File: src/rtl/multicycle_sequencer_if.sv
// Memory handshake between the sequencer (master) and the shared single-port memory (slave).
// mem_ready completes the access in the same cycle it is seen with mem_req high.
interface multicycle_sequencer_if;
   logic mem_req;
   logic mem_we;
   logic mem_addr_sel;
   logic mem_ready;

   modport master (
      output mem_req,
      output mem_we,
      output mem_addr_sel,
      input  mem_ready
   );

   modport slave (
      input  mem_req,
      input  mem_we,
      input  mem_addr_sel,
      output mem_ready
   );
endinterface

File: src/rtl/multicycle_sequencer.sv
// Multi-cycle RV32I control sequencer: FETCH/DECODE/EXEC/MEM/WB over one memory port,
// with illegal-opcode and memory-timeout detection parking the block in TRAP.
module multicycle_sequencer #(
   parameter int unsigned TIMEOUT = 15
) (
   input  logic                         clk,
   input  logic                         rst,
   multicycle_sequencer_if.master       mem,
   input  logic [6:0]                   opcode,
   input  logic                         alu_zero,
   output logic                         ir_write,
   output logic                         pc_write,
   output logic [1:0]                   pc_src,
   output logic                         reg_write,
   output logic [1:0]                   wb_sel,
   output logic                         retire,
   output logic                         trap,
   output logic                         trap_cause,
   output logic [2:0]                   state
);

   typedef enum logic [2:0] {
      S_FETCH  = 3'd0,
      S_DECODE = 3'd1,
      S_EXEC   = 3'd2,
      S_MEM    = 3'd3,
      S_WB     = 3'd4,
      S_TRAP   = 3'd7
   } state_t;

   typedef enum logic [2:0] {
      C_ALU     = 3'd0,
      C_LOAD    = 3'd1,
      C_STORE   = 3'd2,
      C_BRANCH  = 3'd3,
      C_JAL     = 3'd4,
      C_JALR    = 3'd5,
      C_ILLEGAL = 3'd6
   } op_class_t;

   localparam logic [7:0] WAIT_LIMIT = 8'(TIMEOUT - 1);

   state_t    state_q, state_d;
   op_class_t class_q, class_d, dec_class;
   logic [7:0] wait_q, wait_d;
   logic       cause_q, cause_d;

   logic       mem_req_c, mem_we_c, mem_addr_sel_c;
   logic       ir_write_c, pc_write_c, reg_write_c, retire_c, trap_c;
   logic [1:0] pc_src_c, wb_sel_c;

   // R-type, I-arith, LUI and AUIPC share one class: they all write the ALU result.
   always_comb begin
      dec_class = C_ILLEGAL;
      case (opcode)
         7'b0110011, 7'b0010011,
         7'b0110111, 7'b0010111: dec_class = C_ALU;
         7'b0000011:             dec_class = C_LOAD;
         7'b0100011:             dec_class = C_STORE;
         7'b1100011:             dec_class = C_BRANCH;
         7'b1101111:             dec_class = C_JAL;
         7'b1100111:             dec_class = C_JALR;
         default:                dec_class = C_ILLEGAL;
      endcase
   end

   always_ff @(posedge clk) begin
      if (rst) begin
         state_q <= S_FETCH;
         class_q <= C_ALU;
         wait_q  <= 8'd0;
         cause_q <= 1'b0;
      end else begin
         state_q <= state_d;
         class_q <= class_d;
         wait_q  <= wait_d;
         cause_q <= cause_d;
      end
   end

   always_comb begin
      state_d        = state_q;
      class_d        = class_q;
      wait_d         = wait_q;
      cause_d        = cause_q;
      mem_req_c      = 1'b0;
      mem_we_c       = 1'b0;
      mem_addr_sel_c = 1'b0;
      ir_write_c     = 1'b0;
      pc_write_c     = 1'b0;
      pc_src_c       = 2'b00;
      reg_write_c    = 1'b0;
      wb_sel_c       = 2'b00;
      retire_c       = 1'b0;
      trap_c         = 1'b0;

      case (state_q)
         S_FETCH: begin
            mem_req_c = 1'b1;
            if (mem.mem_ready) begin
               ir_write_c = 1'b1;
               state_d    = S_DECODE;
            end else if (wait_q == WAIT_LIMIT) begin
               state_d = S_TRAP;
               cause_d = 1'b0;
            end else begin
               wait_d = wait_q + 8'd1;
            end
         end

         S_DECODE: begin
            if (dec_class == C_ILLEGAL) begin
               state_d = S_TRAP;
               cause_d = 1'b1;
            end else begin
               class_d = dec_class;
               state_d = S_EXEC;
            end
         end

         S_EXEC: begin
            case (class_q)
               C_BRANCH: begin
                  pc_write_c = 1'b1;
                  pc_src_c   = alu_zero ? 2'b01 : 2'b00;
                  retire_c   = 1'b1;
                  state_d    = S_FETCH;
               end
               C_LOAD, C_STORE: state_d = S_MEM;
               default:         state_d = S_WB;
            endcase
         end

         S_MEM: begin
            mem_req_c      = 1'b1;
            mem_addr_sel_c = 1'b1;
            mem_we_c       = (class_q == C_STORE);
            if (mem.mem_ready) begin
               if (class_q == C_STORE) begin
                  pc_write_c = 1'b1;
                  retire_c   = 1'b1;
                  state_d    = S_FETCH;
               end else begin
                  state_d = S_WB;
               end
            end else if (wait_q == WAIT_LIMIT) begin
               state_d = S_TRAP;
               cause_d = 1'b0;
            end else begin
               wait_d = wait_q + 8'd1;
            end
         end

         S_WB: begin
            reg_write_c = 1'b1;
            pc_write_c  = 1'b1;
            retire_c    = 1'b1;
            state_d     = S_FETCH;
            case (class_q)
               C_LOAD:  wb_sel_c = 2'b01;
               C_JAL: begin
                  wb_sel_c = 2'b10;
                  pc_src_c = 2'b01;
               end
               C_JALR: begin
                  wb_sel_c = 2'b10;
                  pc_src_c = 2'b10;
               end
               default: wb_sel_c = 2'b00;
            endcase
         end

         S_TRAP: trap_c = 1'b1;

         default: state_d = S_FETCH;
      endcase

      // The wait counter measures one access only, so any state change restarts it.
      if (state_d != state_q) wait_d = 8'd0;
   end

   assign mem.mem_req      = mem_req_c      & ~rst;
   assign mem.mem_we       = mem_we_c       & ~rst;
   assign mem.mem_addr_sel = mem_addr_sel_c & ~rst;
   assign ir_write         = ir_write_c     & ~rst;
   assign pc_write         = pc_write_c     & ~rst;
   assign pc_src           = rst ? 2'b00 : pc_src_c;
   assign reg_write        = reg_write_c    & ~rst;
   assign wb_sel           = rst ? 2'b00 : wb_sel_c;
   assign retire           = retire_c       & ~rst;
   assign trap             = trap_c         & ~rst;
   assign trap_cause       = cause_q        & ~rst;
   assign state            = rst ? 3'd0 : state_q;

endmodule

File: src/flat_wrapper.sv
// flat-port wrapper written by rule: the top's interface ports become plain ports
module multicycle_sequencer_flat 
#(
   parameter int unsigned TIMEOUT = 15
)
  (clk, rst, opcode, alu_zero, ir_write, pc_write, pc_src, reg_write, wb_sel, retire, trap, trap_cause, state, mem_mem_req, mem_mem_we, mem_mem_addr_sel, mem_mem_ready);
  multicycle_sequencer_if mem_i ();
  input  logic clk;
  input  logic rst;
  input  logic [6:0] opcode;
  input  logic alu_zero;
  output logic ir_write;
  output logic pc_write;
  output logic [1:0] pc_src;
  output logic reg_write;
  output logic [1:0] wb_sel;
  output logic retire;
  output logic trap;
  output logic trap_cause;
  output logic [2:0] state;
  output wire logic [$bits(mem_i.mem_req)-1:0] mem_mem_req;
  output wire logic [$bits(mem_i.mem_we)-1:0] mem_mem_we;
  output wire logic [$bits(mem_i.mem_addr_sel)-1:0] mem_mem_addr_sel;
  input wire logic [$bits(mem_i.mem_ready)-1:0] mem_mem_ready;
  assign mem_mem_req = mem_i.mem_req;
  assign mem_mem_we = mem_i.mem_we;
  assign mem_mem_addr_sel = mem_i.mem_addr_sel;
  assign mem_i.mem_ready = mem_mem_ready;
  multicycle_sequencer #(.TIMEOUT(TIMEOUT)) u_core (.clk(clk), .rst(rst), .mem(mem_i), .opcode(opcode), .alu_zero(alu_zero), .ir_write(ir_write), .pc_write(pc_write), .pc_src(pc_src), .reg_write(reg_write), .wb_sel(wb_sel), .retire(retire), .trap(trap), .trap_cause(trap_cause), .state(state));
endmodule
File: config.mk
export PLATFORM = sky130hd
export DESIGN_NAME = multicycle_sequencer_flat
export DESIGN_NICKNAME = d
export VERILOG_FILES = /design/src/rtl/multicycle_sequencer_if.sv /design/src/rtl/multicycle_sequencer.sv /design/src/flat_wrapper.sv
export SDC_FILE = /design/constraint.sdc
export NUM_CORES = 1
export LEC_CHECK = 0
export CAP_MARGIN = 15
export CELL_PAD_IN_SITES_DETAIL_PLACEMENT = 1
export CELL_PAD_IN_SITES_GLOBAL_PLACEMENT = 2
export CORE_MARGIN = 4
export CORE_UTILIZATION = 35
export DETAILED_ROUTE_END_ITERATION = 7
export DONT_BUFFER_PORTS = 1
export GPL_TIMING_DRIVEN = 0
export HOLD_SLACK_MARGIN = 0.02
export PLACE_DENSITY = 0.83
export SYNTH_ARGS = -nofsm -noshare
export SYNTH_HDL_FRONTEND = slang
export SYNTH_SLANG_ARGS = --single-unit
File: constraint.sdc
create_clock -name clk -period 1.8 [get_ports clk]
set_input_delay 0.18 -clock clk [delete_from_list [all_inputs] [get_ports clk]]
set_output_delay 0.18 -clock clk [all_outputs]
set_load 0.03 [all_outputs]
==> flow_summary.ini, run 1 <==
[logic_synthesis]
ys_seq_area_share_pct = 26.9
synthesis.area_per_instance_sq_um = 7.98
synth_fa_ha_area_share_pct = 2.24
synth.cells.most_frequent = sky130_fd_sc_hd__nor2_1, sky130_fd_sc_hd__dfxtp_1, sky130_fd_sc_hd__nor3_1
synth-seq-cells = 15
yosys_most_used_dff = sky130_fd_sc_hd__dfxtp_1
synth_warnings = 0
synth.top_cell.area_share_pct = 26.9
synth_area_in_simple_gates_pct = 37.4
yosys.cell_types.count = 48
synth_area_leaders = sky130_fd_sc_hd__dfxtp_1, sky130_fd_sc_hd__nor2_1, sky130_fd_sc_hd__nor3_1
synth_mux_area_share_pct = 3.02
syn_nets = 153
synth_xor_area_share_pct = 7.05
mappedNetlistArea_sq_um = 1120
synth_async_sr_flop_share_pct = 0
yosys.area.top_type = sky130_fd_sc_hd__dfxtp_1
main_combinational_cell_family_by_area_after_synthesis = simple AND/OR/NAND/NOR gates
synth_compound_area_share_pct = 17.8
synth_edf_count = 0
post-synth-top-count-cell = sky130_fd_sc_hd__nor2_1
cells_after_synthesis = 140

[detailed_routing]
drt_drc = 0
wl_per_cell_um = 17.3
wl_um = 3560
drtAntennaViolNets = 0
dr_total_vias = 1134
avgViaCountPerCell = 5.50
first_iter_violations = 35
detailedRoute.firstPassIterationCount = 4

[floorplan]
dieArea_sq_um = 4160
fp-row-count = 20
fp.dieH_um = 64.5
die_x_um = 64.5
core_area_sq_um = 3050
initial_core_util_pct = 36.6
num_io_pins = 27

[cts]
clkSlewWorstSetupHoldPaths_ns = 0.08
cts_buffers = 3
h-tree-depth = 1
cts.path.max_buffers = 2
worst_skew_pair.late_latency_ns = 0.29
cts_root_buf = sky130_fd_sc_hd__clkbuf_4
numClockSinks = 15
holdBufCountCts = 0
cts_tree = yes

[critical_path]
r2r_cells = 6
critical_path.startpoint = u_core.class_q[2]$_SDFFE_PP0P_
timing.critical_path.fanout_max = 3
critPathLaunchType = flip-flop
crit_type = flip-flop to primary output
setup.reg_to_reg.worst_slack_ns = 0.05
timing.critical_path.arrival_ns = 1.75
reg2reg_from = u_core.state_q[1]$_SDFF_PP0_
critical_r2r_capture = u_core.wait_q[2]$_SDFFE_PP0P_
required_ns = 1.62
end_kind = primary output

[layout]
register_area_sq_um = 322
n_antenna_cell = 0
layout.cell_area.non_filler_sq_um = 1550
layout.nets = 176
layout-drive-gt1-share_pct = 41.4
multi_input_area_sq_um = 912
synthToLayoutAreaGrowth_pct = 38.5
filler_cell_count = 368

[power_and_ir_drop]
leakage_nw = 0.526
power_per_cell_area_nw_per_um2 = 714
total_power_mw = 1.11
max-vdd-ir-drop_mv = 0.268

[sta]
final.period_utilization_pct = 107
hold-worst-slack_ns = 0.0888
fin_setup_tns_ns = -0.412
setup_skew_ns = 0.0112
timing.slew.headroom_pct = 49.5
post-route-worst-setup-slack_ns = -0.129
tightest_slew_ns = 0.756
finalMaxSlewViolations = 0
final.min_clock_period_ns = 1.93
setup_repair_after_global_routing_missed_its_margin = yes
finalHoldViolations = 0
max_clock_freq_mhz = 519
report.final.setup_viol = 4

[min_path]
holdPathEnd = u_core.class_q[0]$_SDFFE_PP0P_
hold_path_class = input port to flip-flop
timing.hold.worst_path_depth = 2
min-delay-start = opcode[4]

[place]
detailedPlacementHpwl_um = 2310
port_buffers = 0
placement.cell_area_sq_um = 1210
gpl.final_weighted_congestion = 0.770
dpl_worst_slack_ns = -0.144

[run]
drv_cap = 0

[grt]
number_of_antenna_violations_at_the_first_check_in_global_routing = 0
grt_first_pass_wirelength_um = 5710
globalRouteTotalUtil_pct = 17.1
grt-ovfl-total = 0
grt_max_degree = 11
via_count_of_the_first_global_routing_pass = 1165

[outcome]
failing_checks = setup timing
run_status = finished, violations left
[cells in the final DEF (no fill, tap or decap), types with 3 or more instances in the layout]
cell type,n
sky130_fd_sc_hd__nor2_4,3
sky130_fd_sc_hd__nor3_4,3
sky130_fd_sc_hd__nor3_1,7
sky130_fd_sc_hd__a21oi_1,6
sky130_fd_sc_hd__a21o_1,3
sky130_fd_sc_hd__clkbuf_4,3
sky130_fd_sc_hd__dfxtp_4,5
sky130_fd_sc_hd__nand2b_1,4
sky130_fd_sc_hd__nor2_1,16
sky130_fd_sc_hd__nand2b_4,3
sky130_fd_sc_hd__inv_1,4
sky130_fd_sc_hd__buf_4,18
sky130_fd_sc_hd__xnor2_1,3
sky130_fd_sc_hd__nor3_2,3
sky130_fd_sc_hd__buf_6,3
sky130_fd_sc_hd__xor2_1,5
sky130_fd_sc_hd__nand4_1,4
sky130_fd_sc_hd__dfxtp_1,8
sky130_fd_sc_hd__nand3b_1,3
sky130_fd_sc_hd__nand3_1,5
sky130_fd_sc_hd__nand2_1,6
[worst max-delay path: stages, from the launching register on]
cell and delay [ns]:
sky130_fd_sc_hd__dfxtp_4 0.35, sky130_fd_sc_hd__nand2b_4 0.14, sky130_fd_sc_hd__or3_4 0.37, sky130_fd_sc_hd__o22a_1 0.23, sky130_fd_sc_hd__nor2_4 0.21, sky130_fd_sc_hd__buf_6 0.17
[state kept, by name, indices dropped and copies added, names as in the netlist]
signal	count
u_core.cause_q	1
u_core.class_q	3
u_core.state_q	3
u_core.wait_q	8
[per-stage QoR]
stage,utilization (%),cells
finish,50.7,206
global route,50.7,206
CTS,46.4,199
detailed placement,39.7,185
global placement,39.5,184
floorplan,-,140
[power by group]
| part | internal (mW) | total [mW] | switching (mW) | leakage, nW |
|---|---|---|---|---|
| logic | 0.230 | 0.524 | 0.294 | 0.385 |
| registers | 0.353 | 0.387 | 0.0340 | 0.126 |
| clock network | 0.0862 | 0.194 | 0.108 | 0.0150 |
[what timing repair did]
item | 4_1_cts | 5_1_grt
setup endpoints to repair | 17 | 17
resized for setup | 27 | 16
pin swaps | 6 | 7
buffers inserted | 12 | 7
[cell families (layout without fill, tap and decap cells)]
logic type | count (synthesis) | count (layout)
AO/OA/AOI/OAI | 24 | 24
XOR/XNOR | 9 | 9
adder cells (fa/ha/maj) | 2 | 2
buffers and inverters | 11 | 33
flip-flops | 15 | 15
multiplexers | 3 | 3
AND/OR/NAND/NOR | 76 | 76
[worst max path at each step]
stage	end	slack (ns)
after CTS	retire	-0.18
final	retire	-0.13
after global routing	retire	-0.18
after detailed placement	u_core.wait_q[1]$_SDFFE_PP0P_	-0.14
after global placement	wb_sel[1]	-0.18
after floorplan	wb_sel[1]	-0.05
[final cells by class]
type | instances | share of cell area [%]
multi-input cells | 114 | 58.9
flip-flops and latches | 15 | 20.8
repair buffers | 20 | 9.78
plain buffers | 5 | 4.28
well taps | 44 | 3.56
clock buffers | 4 | 1.70
inverters | 4 | 0.970
[metal layers]
layer / up-vias / GRT usage [%] / wire, um
met2: 31 / 30.4 / 1850
li1: 548 / - / -
met5: - / 0 / 0
met3: 6 / 4.33 / 157
met4: 0 / 4.22 / 55
met1: 549 / 20.5 / 1500
Power figures use the tool's default switching activity.
==> run 2: changes to the inputs <==
- HOLD_SLACK_MARGIN: 0.02 -> unset
==> results of run 2 <==
No change in the layout: final DEF, timing and power equal those of run 1.
==> run 3: changes to the inputs <==
- CAP_MARGIN: 15 -> unset
- HOLD_SLACK_MARGIN: unset -> 0.05
==> flow_summary.ini, run 3 (synthesis gave the netlist of run 1 again) <==
[sta]
report.final.setup_viol = 11
setup_skew_ns = 0.0132
final.period_utilization_pct = 109
post-route-worst-setup-slack_ns = -0.157
max_clock_freq_mhz = 511
finalHoldViolations = 0
finalMaxSlewViolations = 0
setup_repair_after_global_routing_missed_its_margin = yes
timing.slew.headroom_pct = 48.5
final.min_clock_period_ns = 1.96
tightest_slew_ns = 0.773

[critical_path]
r2r_cells = 5
critical_path.n_buffers_inverters = 1
critical_path.endpoint = wb_sel[0]
critical_r2r_capture = u_core.wait_q[1]$_SDFFE_PP0P_
critPathLaunchType = flip-flop
timing.critical_path.mode_cell = sky130_fd_sc_hd__nor3_4
reg2reg_from = u_core.state_q[1]$_SDFF_PP0_
crit_cells = 4
critical_path.startpoint = u_core.state_q[1]$_SDFF_PP0_
critical-path-slowest-cell = sky130_fd_sc_hd__dfxtp_4
end_kind = primary output
crit_type = flip-flop to primary output
crit_chain = clkbuf_16 -> nor3_4 -> nand2_2 -> nor3_4
setup.reg_to_reg.worst_slack_ns = -0.02
slowest_delay_ns = 0.40
timing.critical_path.fanout_max = 7
timing.critical_path.arrival_ns = 1.78
required_ns = 1.62
critPathTopFamily = simple AND/OR/NAND/NOR gates

[grt]
grt_first_pass_wirelength_um = 5590
globalRouteTotalUtil_pct = 16.7
grt_max_degree = 11
number_of_antenna_violations_at_the_first_check_in_global_routing = 0
grt-ovfl-total = 0
via_count_of_the_first_global_routing_pass = 1124

[floorplan]
fp-row-count = 20
die_x_um = 64.5
fp.dieH_um = 64.5
initial_core_util_pct = 36.6
num_io_pins = 27
dieArea_sq_um = 4160
core_area_sq_um = 3050

[layout]
layout.cell_area.non_filler_sq_um = 1460
top_regs = u_core.wait_q x8, u_core.class_q x3, u_core.state_q x3
synthToLayoutAreaGrowth_pct = 30.6
n_antenna_cell = 0
biggest_register = u_core.wait_q
max_reg_flops = 8
filler_cell_count = 377
finalNonFillerCells = 194
layout-drive-gt1-share_pct = 38.0
layout.nets = 164
layout_commonest_cell = sky130_fd_sc_hd__nor2_1
layout_common_cells = sky130_fd_sc_hd__nor2_1, sky130_fd_sc_hd__nor3_1, sky130_fd_sc_hd__dfxtp_1

[cts]
cts.path.max_buffers = 2
numClockSinks = 15
cts_root_buf = sky130_fd_sc_hd__clkbuf_4
h-tree-depth = 1
cts_buffers = 3
worst_skew_pair.late_latency_ns = 0.28
cts_tree = yes
clkSlewWorstSetupHoldPaths_ns = 0.10

[detailed_routing]
first_iter_violations = 46
drt_drc = 0
dr_total_vias = 1075
detailedRoute.firstPassIterationCount = 4
wl_per_cell_um = 16.6
drtAntennaViolNets = 0
wl_um = 3220
avgViaCountPerCell = 5.54

[outcome]
run_status = finished, violations left
failing_checks = setup timing

[place]
detailedPlacementHpwl_um = 2310
placed_cells_incl_taps = 184
placement.cell_area_sq_um = 1210
port_buffers = 0
gpl.final_weighted_congestion = 0.770

[min_path]
hold_path_class = input port to flip-flop

[power_and_ir_drop]
max-vdd-ir-drop_mv = 0.305
power_per_cell_area_nw_per_um2 = 700
leakage_nw = 0.463

[run]
drv_cap = 0
## run 3: worst min-delay path by stage
| stage | slack, ns | cells past startpoint | start | to |
|---|---|---|---|---|
| 6_report | 0.1 | 2 | opcode[4] | u_core.class_q[0]$_SDFFE_PP0P_ |
| 5_1_grt | 0.08 | 2 | opcode[4] | u_core.class_q[0]$_SDFFE_PP0P_ |
| 4_1_cts | 0.09 | 2 | opcode[4] | u_core.class_q[0]$_SDFFE_PP0P_ |
| 3_5_place_dp | 0.40 | 2 | opcode[4] | u_core.class_q[0]$_SDFFE_PP0P_ |
| 3_3_place_gp | 0.39 | 2 | opcode[4] | u_core.class_q[0]$_SDFFE_PP0P_ |
| 2_1_floorplan | 0.36 | 2 | opcode[4] | u_core.class_q[0]$_SDFFE_PP0P_ |
## run 3: cell type report
type	count	area, sq um	area share (%)
Clock buffer	4	26.3	1.80
Timing Repair Buffer	8	72.6	4.97
Inverter	4	15.0	1.03
Tap cell	44	55.1	3.77
Buffer	5	62.6	4.29
Sequential cell	15	318	21.8
Multi-Input combinational cell	114	910	62.3
## run 3: metrics by stage
step | power (mW) | setup WS [ns] | setup TNS [ns] | util, % | hold slack [ns]
after global placement | 0.727 | -0.185 | -0.664 | 39.5 | 0.388
after CTS | 1.01 | -0.204 | -0.995 | 46.1 | 0.0933
final | 1.02 | -0.157 | -0.444 | 47.8 | 0.0969
after floorplan | 0.672 | -0.0466 | -0.0466 | - | 0.360
after global routing | 1.09 | -0.212 | -1.70 | 47.8 | 0.0760
after detailed placement | 0.741 | -0.196 | -1.27 | 39.5 | 0.398
## run 3: layer usage
layer / track usage (%) / part of all wire, %
met1: 21.6 / 46
met2: 28.4 / 50
met3: 3.99 / 3.6
met4: 3.17 / 0.47
met5: 0 / 0
## run 3: report_power, final
part | internal, mW | total (mW) | leakage [nW] | switching (mW)
clock network | 0.0860 | 0.193 | 0.0150 | 0.107
logic | 0.177 | 0.446 | 0.322 | 0.269
registers | 0.351 | 0.382 | 0.125 | 0.0306
total | 0.614 | 1.02 | 0.463 | 0.407
## run 3: what timing repair did
item,CTS,global route
pin swaps,6,7
setup endpoints to repair,18,17
setup buffers,7,1
resized for setup,27,14
hold buffers,0,0
